## src/rtl/fifo_uart_tx.sv

```systemverilog
// fifo_uart_tx: drains bytes from the 8-deep FIFO and sends each one as a serial frame.
// Define FIFO_UART_TX_PARITY_EN to add an even-parity bit between the data and stop bits.
module fifo_uart_tx #(
  parameter int CLKS_PER_BIT = 16
) (
  input  logic        clk,
  input  logic        rst,
  input  logic        tx_en,
  input  logic        empty,
  input  logic [7:0]  fifo_data,
  output logic        rd,
  output logic        tx,
  output logic        busy,
  output logic [15:0] frame_cnt
);

  localparam int CW = $clog2(CLKS_PER_BIT);
  localparam logic [CW-1:0] CYC_LAST = CW'(CLKS_PER_BIT - 1);
  localparam logic [CW-1:0] CYC_ONE  = CW'(1);

  typedef enum logic [2:0] {
    IDLE   = 3'd0,
    REQ    = 3'd1,
    LOAD   = 3'd2,
    START  = 3'd3,
    DATA   = 3'd4,
`ifdef FIFO_UART_TX_PARITY_EN
    PARITY = 3'd5,
`endif
    STOP   = 3'd6
  } state_t;

  state_t        state_q, state_d;
  logic [CW-1:0] cyc_q, cyc_d;
  logic [2:0]    bit_q, bit_d;
  logic [7:0]    shift_q, shift_d;
  logic [15:0]   frame_cnt_q, frame_cnt_d;
  logic          tx_q, tx_d;
  logic          rd_q, rd_d;
  logic          busy_q, busy_d;
  logic          cyc_last_s;
`ifdef FIFO_UART_TX_PARITY_EN
  logic          par_q, par_d;
`endif

  assign cyc_last_s = (cyc_q == CYC_LAST);

  // State register and all registered outputs
  always_ff @(posedge clk or negedge rst) begin
    if (!rst) begin
      state_q     <= IDLE;
      cyc_q       <= '0;
      bit_q       <= 3'd0;
      shift_q     <= 8'd0;
      frame_cnt_q <= 16'd0;
      tx_q        <= 1'b1;
      rd_q        <= 1'b0;
      busy_q      <= 1'b0;
`ifdef FIFO_UART_TX_PARITY_EN
      par_q       <= 1'b0;
`endif
    end else begin
      state_q     <= state_d;
      cyc_q       <= cyc_d;
      bit_q       <= bit_d;
      shift_q     <= shift_d;
      frame_cnt_q <= frame_cnt_d;
      tx_q        <= tx_d;
      rd_q        <= rd_d;
      busy_q      <= busy_d;
`ifdef FIFO_UART_TX_PARITY_EN
      par_q       <= par_d;
`endif
    end
  end

  // Next-state logic; tx_d is the line level for the state being entered
  always_comb begin
    state_d     = state_q;
    cyc_d       = cyc_q;
    bit_d       = bit_q;
    shift_d     = shift_q;
    frame_cnt_d = frame_cnt_q;
    tx_d        = tx_q;
`ifdef FIFO_UART_TX_PARITY_EN
    par_d       = par_q;
`endif
    case (state_q)
      IDLE: begin
        tx_d = 1'b1;
        if (tx_en && !empty) begin
          state_d = REQ;
        end else begin
          state_d = IDLE;
        end
      end
      REQ: begin
        state_d = LOAD;
      end
      LOAD: begin
        shift_d = fifo_data;
        cyc_d   = '0;
        bit_d   = 3'd0;
        tx_d    = 1'b0;
        state_d = START;
`ifdef FIFO_UART_TX_PARITY_EN
        par_d   = ^fifo_data;
`endif
      end
      START: begin
        if (cyc_last_s) begin
          cyc_d   = '0;
          tx_d    = shift_q[0];
          state_d = DATA;
        end else begin
          cyc_d = cyc_q + CYC_ONE;
        end
      end
      DATA: begin
        if (cyc_last_s) begin
          cyc_d = '0;
          if (bit_q == 3'd7) begin
            bit_d   = 3'd0;
`ifdef FIFO_UART_TX_PARITY_EN
            tx_d    = par_q;
            state_d = PARITY;
`else
            tx_d    = 1'b1;
            state_d = STOP;
`endif
          end else begin
            // Shift first so the next bit to send is always shift_q[0]
            bit_d   = bit_q + 3'd1;
            shift_d = {1'b0, shift_q[7:1]};
            tx_d    = shift_q[1];
          end
        end else begin
          cyc_d = cyc_q + CYC_ONE;
        end
      end
`ifdef FIFO_UART_TX_PARITY_EN
      PARITY: begin
        if (cyc_last_s) begin
          cyc_d   = '0;
          tx_d    = 1'b1;
          state_d = STOP;
        end else begin
          cyc_d = cyc_q + CYC_ONE;
        end
      end
`endif
      STOP: begin
        if (cyc_last_s) begin
          cyc_d       = '0;
          tx_d        = 1'b1;
          frame_cnt_d = frame_cnt_q + 16'd1;
          state_d     = IDLE;
        end else begin
          cyc_d = cyc_q + CYC_ONE;
        end
      end
      default: begin
        cyc_d   = '0;
        bit_d   = 3'd0;
        tx_d    = 1'b1;
        state_d = IDLE;
      end
    endcase
    rd_d   = (state_d == REQ);
    busy_d = (state_d != IDLE);
  end

  assign rd        = rd_q;
  assign tx        = tx_q;
  assign busy      = busy_q;
  assign frame_cnt = frame_cnt_q;

endmodule

```

## config.mk

```make
export PLATFORM = sky130hd
export DESIGN_NAME = fifo_uart_tx
export DESIGN_NICKNAME = d
export VERILOG_FILES = /design/src/rtl/fifo_uart_tx.sv
export SDC_FILE = /design/constraint.sdc
export NUM_CORES = 1
export LEC_CHECK = 0
export ABC_AREA = 1
export CAP_MARGIN = 30
export CORE_MARGIN = 8
export CORE_UTILIZATION = 30
export DETAILED_ROUTE_END_ITERATION = 16
export SYNTH_ARGS = -nofsm -noshare
export SYNTH_HDL_FRONTEND = slang
export SYNTH_SLANG_ARGS = --single-unit
```

## constraint.sdc

```tcl
create_clock -name clk -period 2.7 [get_ports clk]
set_clock_uncertainty 0.05 [all_clocks]
set_input_delay 0.27 -clock clk [delete_from_list [all_inputs] [get_ports clk]]
set_output_delay 0.27 -clock clk [all_outputs]
set_load 0.05 [all_outputs]
```

# Yosys cells after proc, flatten, opt, wreduce, memory -nomap -nowiden
# Index checks and enable logic that the tools add are counted.
[classes] n_reduce_logical=12 muxes=19 bitwise=2 eq_ne=12 addsub=3
[op_table] op="3-bit two-way mux" n=6
[op_table] op="3-bit one-hot mux with 6 select lines" n=1
[op_table] op="16-bit by 1-bit adder with 16-bit output, second input constant" n=1
[op_table] op="8-bit two-way mux" n=2
[op_table] op="8-bit one-hot mux with 2 select lines" n=1
[op_table] op="3-bit == test, second input constant" n=3
[op_table] op="2-bit inequality test, second input constant" n=4
[op_table] op="4-bit one-hot mux with 2 select lines" n=1
[op_table] op="3-bit by 1-bit == test with 1-bit output, second input constant" n=2
[op_table] op="3-bit by 2-bit == test with 1-bit output, second input constant" n=2
[op_table] op="3-bit one-hot mux with 2 select lines" n=1
[op_table] op="1-bit two-way mux" n=5
[op_table] op="1-bit one-hot mux with 5 select lines" n=1
[op_table] op="4-bit by 1-bit adder with 4-bit output, second input constant" n=1
[op_table] op="4-bit == test, second input constant" n=1
[op_table] op="4-bit two-way mux" n=1
[op_table] op="2-bit AND reduction" n=2
[op_table] op="4-bit AND reduction" n=1
[op_table] op="4-bit OR reduction" n=1
[op_table] op="3-bit by 1-bit adder with 3-bit output, second input constant" n=1
[op_table] op="3-bit zero test" n=1
[op_table] op="3-bit AND reduction" n=1
[op_table] op="3-bit nonzero test" n=1
[op_table] op="3-bit OR reduction" n=1
[op_table] op="other kinds (5)" n=6
[totals] reg_bits=37 input_bits=12

# Depth between registers and ports, before layout
[logic_depth] depth_word=5 depth_mapped=9 mapped_depth_nobuf=8

# Least setup slack after synthesis
# No wires, ideal clock.
[synth_path] kind="reg-to-reg" from="register frame_cnt_q[0], in the netlist frame_cnt[0]" to="register frame_cnt_q[8], in the netlist frame_cnt[8]" slack_ns=0.964 n_path_buf=0 t_required_ns=2.523 t_arrival_ns=1.559 setup_time_ns=0.127 stages_incl_launch_ff=8 path_cell_list="dfrtp_1 > ha_1 > inv_1 > nor2_1 > nand2_1 > xor2_1 > nand2_1 > o21ai_0"
[synth_between] elab_chain_cells=1
[synth_lines] element="start, declared" line="37" source="logic [15:0] frame_cnt_q, frame_cnt_d;"
[synth_lines] element="start signal, assigned" line="67" source="frame_cnt_q <= frame_cnt_d;"
[synth_lines] element="16-bit by 1-bit adder with 16-bit output" line="156" source="frame_cnt_d = frame_cnt_q + 16'd1;"
# No other way between the ends.
# A chain may end at the register's enable or synchronous reset.

# Worst setup path after layout
[layout_path] from="register tx_q, in the netlist tx" to="output port tx"
[layout_lines] element="start, declared" line="38" source="logic tx_q, tx_d;"
[layout_lines] element="start signal, assigned" line="68" source="tx_q <= tx_d;"
[layout_lines] element="end, declared" line="12" source="output logic tx,"
# No word-level cell between the ends.

==> run summary <==
• **library cells used by synthesis** 27
• **Vias** 1,683
• **starting utilization of the core area** 30.3%
• **cell types occupying the most area after synthesis** sky130_fd_sc_hd__dfrtp_1 (44%), sky130_fd_sc_hd__nand2_1 (18%), sky130_fd_sc_hd__o21ai_0 (5.2%), sky130_fd_sc_hd__inv_1 (4.6%), sky130_fd_sc_hd__nor2_1 (3.9%)
• **number of sinks handled by clock tree synthesis** 37
• **netlist area before placement** 2030 sq um
• **Worst path slowest cell** sky130_fd_sc_hd__clkdlybuf4s50_1
• **height of the chip** 98.2 microns
• **worst skew pair latency** 0.28 ns
• **number of detailed-route iterations in the first pass** 5
• **clock-pin slew on the worst setup and hold paths** 0.07 ns
• **Finished Core Util** 37.0%
• **layout filler cell count** 720
• **critical path startpoint category** register
• **worst ir drop on vdd** 0.245 mV
• **total power density per cell area** 401 nW/um^2
• **WP buf/inv** 1
• **DP Wirelength** 3090 microns
• **final weighted congestion of routability-driven global placement** 0.825
• **total power** 990 uW
• **Tightest Pin Transition** 0.825 ns
• **ports placed on the boundary** 31
• **number of buffers created by CTS** 5
• **worst r2r dst** frame_cnt[6]$_DFFE_PN0P_
• **Setup Fix Bufs, Post-CTS** 0
• **fin crit share** 71.1%
• **cell chain of the critical path** clkdlybuf4s50_1
• **largest driver fanout on the critical path** 2
• **worst reg2reg setup slack** 0.97 ns
• **largest net degree at the start of global routing** 38
• **core region area** 6680 sq um
• **Yosys Warn Count** 0
• **Avg Inst Size Synth** 7.83 sq um
• **H-tree depth reported by CTS** 2
• **placed cells** 366
• **worst endpoint required time** 2.38 ns
• **Crit path max-delay family** buffers and inverters
• **die width** 98.2 microns
• **category of the worst setup path capture point** output port
• **vias in the first global route** 1,679
• **total leakage power** 0.00117 uW
• **Final Hold Slack** 0.0393 ns
• **post-synthesis instance total** 259
• **count of placed standard cells in the final layout, fillers left out** 373
• **Worst path max stage delay** 0.79 ns
• **residual overflow from global routing** 0
• **outcome** complete, no violations
• **WL/cell** 11.0 microns
• **top cell type's share of synthesized area** 44.4%
• **final sum of negative setup slack** 0 ns
• **first-pass GRT wire length** 7440 microns
• **number of placement rows** 30
• **Port Buffers** 30
• **number of max-cap violations** 0
• **max-slew violation count** 0
• **crit path time final** 1.92 ns
• **GRT Overall Usage** 9.26%
• **number of vias per cell** 4.51
• **number of antenna violations at the first check in global routing** 0
• **clock root buffer master** sky130_fd_sc_hd__clkbuf_8
• **fraction of final layout cells with drive strength greater than 1** 9.90%
• **number of hold violations in the final report** 0
• **proportion of synthesized chip area in sequential cells** 45.7%
• **setup repair after global routing missed its margin** false
• **count of instances resized after the clock tree is built** 0
• **worst relative slew slack** 45.0%
• **number of DRC markers after the initial detailed-route iteration** 73
• **clock tree from TritonCTS** built
• **area grow syn2layout** 22.0%
• **sum of routed wire length over all layers** 4120 microns
• **die area** 9640 sq um
• **setup violators final** 0
• **Post-Syn Nets** 275
• **Worst Hold Class** primary input to async pin
• **Crit path arrival time** 1.60 ns
• **DRC viols** 0
• **clk buf depth** 2
• **highest clock rate** 521 MHz
• **reg2reg path depth** 5
• **cell accounting for the most synthesized area** sky130_fd_sc_hd__dfrtp_1
• **ANT cells** 0
• **number of flip-flops and latches in the synthesized netlist** 37
• **hold bufs inserted after CTS** 0
• **Reg-to-Reg Start** cyc_q[0]$_DFFE_PN0N_
• **CP Class** register to output port
• **net count of the finished layout** 309
• **final antenna-violating net count** 0
-- synthesized netlist by cell type, drive strengths merged --
cell type and instances:
xor2 4, dfstp 1, o21ai 26, inv 29, or2 1, nand4 5
xnor2 5, nand2 102, nand3 17, nor2 23, dfrtp 36, ha 4
a22o 1, o211ai 1, clkinv 1, buf 3
-- registers in the layout (all words and copies together) (netlist names) --
signal,count
bit_q,3
shift_q,8
state_q,3
frame_cnt,16
cyc_q,4
tx,1
busy,1
rd,1
-- cell type report --
type	instances	area [sq um]	share of cell area (%)
Sequential cell	37	927	37.5
Timing Repair Buffer	30	295	11.9
Tap cell	80	100	4.05
Multi-Input combinational cell	189	946	38.3
Clock buffer	7	86.3	3.49
Inverter	30	118	4.76
-- metal layers --
layer / GRT usage (%) / part of all wire [%] / up-vias
met2: 14.4 / 44 / 22
met4: 4.13 / 1.7 / 0
met1: 11.8 / 51 / 772
met3: 2.35 / 3.5 / 5
li1: - / - / 884
met5: 0 / 0 / -
-- worst max path at each step --
stage                                         from  depth (start not counted)                       end
after floorplan           frame_cnt[0]$_DFFE_PN0P_                          7  frame_cnt[8]$_DFFE_PN0P_
after global placement        cyc_q[0]$_DFFE_PN0N_                          5  frame_cnt[6]$_DFFE_PN0P_
after detailed placement      cyc_q[0]$_DFFE_PN0N_                          5  frame_cnt[6]$_DFFE_PN0P_
after CTS                           tx$_DFFE_PN1P_                          1                        tx
after global routing                tx$_DFFE_PN1P_                          1                        tx
final                               tx$_DFFE_PN1P_                          1                        tx
-- cell families after synthesis --
kind of cell	count (synthesis)	synth area share, %
flops	37	45.7
buf+inv	33	7.59
compound gates	28	8.15
simple gates	148	32.2
fa+ha+maj	4	2.47
xor+xnor	9	3.89
-- layout by cell type (no fill, tap or decap) --
cell	synthesis	routed
sky130_fd_sc_hd__o211ai_1	1	1
sky130_fd_sc_hd__clkbuf_1	0	1
sky130_fd_sc_hd__xnor2_1	5	5
sky130_fd_sc_hd__o21ai_0	21	21
sky130_fd_sc_hd__clkinv_1	1	1
sky130_fd_sc_hd__clkdlybuf4s50_1	0	29
sky130_fd_sc_hd__nand2_1	96	96
sky130_fd_sc_hd__buf_2	1	1
sky130_fd_sc_hd__ha_1	4	4
sky130_fd_sc_hd__inv_1	25	25
sky130_fd_sc_hd__inv_2	2	2
sky130_fd_sc_hd__nand2_4	1	1
sky130_fd_sc_hd__inv_4	2	2
sky130_fd_sc_hd__nand3_1	14	14
sky130_fd_sc_hd__nand3_2	1	1
sky130_fd_sc_hd__or2_2	1	1
sky130_fd_sc_hd__o21ai_2	5	5
sky130_fd_sc_hd__dfrtp_1	36	36
sky130_fd_sc_hd__a22o_1	1	1
sky130_fd_sc_hd__nand2_2	5	5
sky130_fd_sc_hd__nand3_4	2	2
sky130_fd_sc_hd__dfstp_2	1	1
sky130_fd_sc_hd__nor2_2	1	1
sky130_fd_sc_hd__xor2_1	4	4
sky130_fd_sc_hd__nor2_4	1	1
sky130_fd_sc_hd__nor2_1	21	21
sky130_fd_sc_hd__nand4_1	5	5
sky130_fd_sc_hd__clkbuf_8	0	6
-- power by group --
group	internal [uW]	switching, uW
registers	561	2.04
logic	19.5	22.9
clock network	203	183
-- per-stage QoR --
stage,worst slack [ns],cell area [sq um]
floorplan,0.964,2030
global placement,1.03,2390
detailed placement,0.979,2390
CTS,0.757,2470
global route,0.726,2470
finish,0.781,2470
Power figures use the tool's default switching activity.
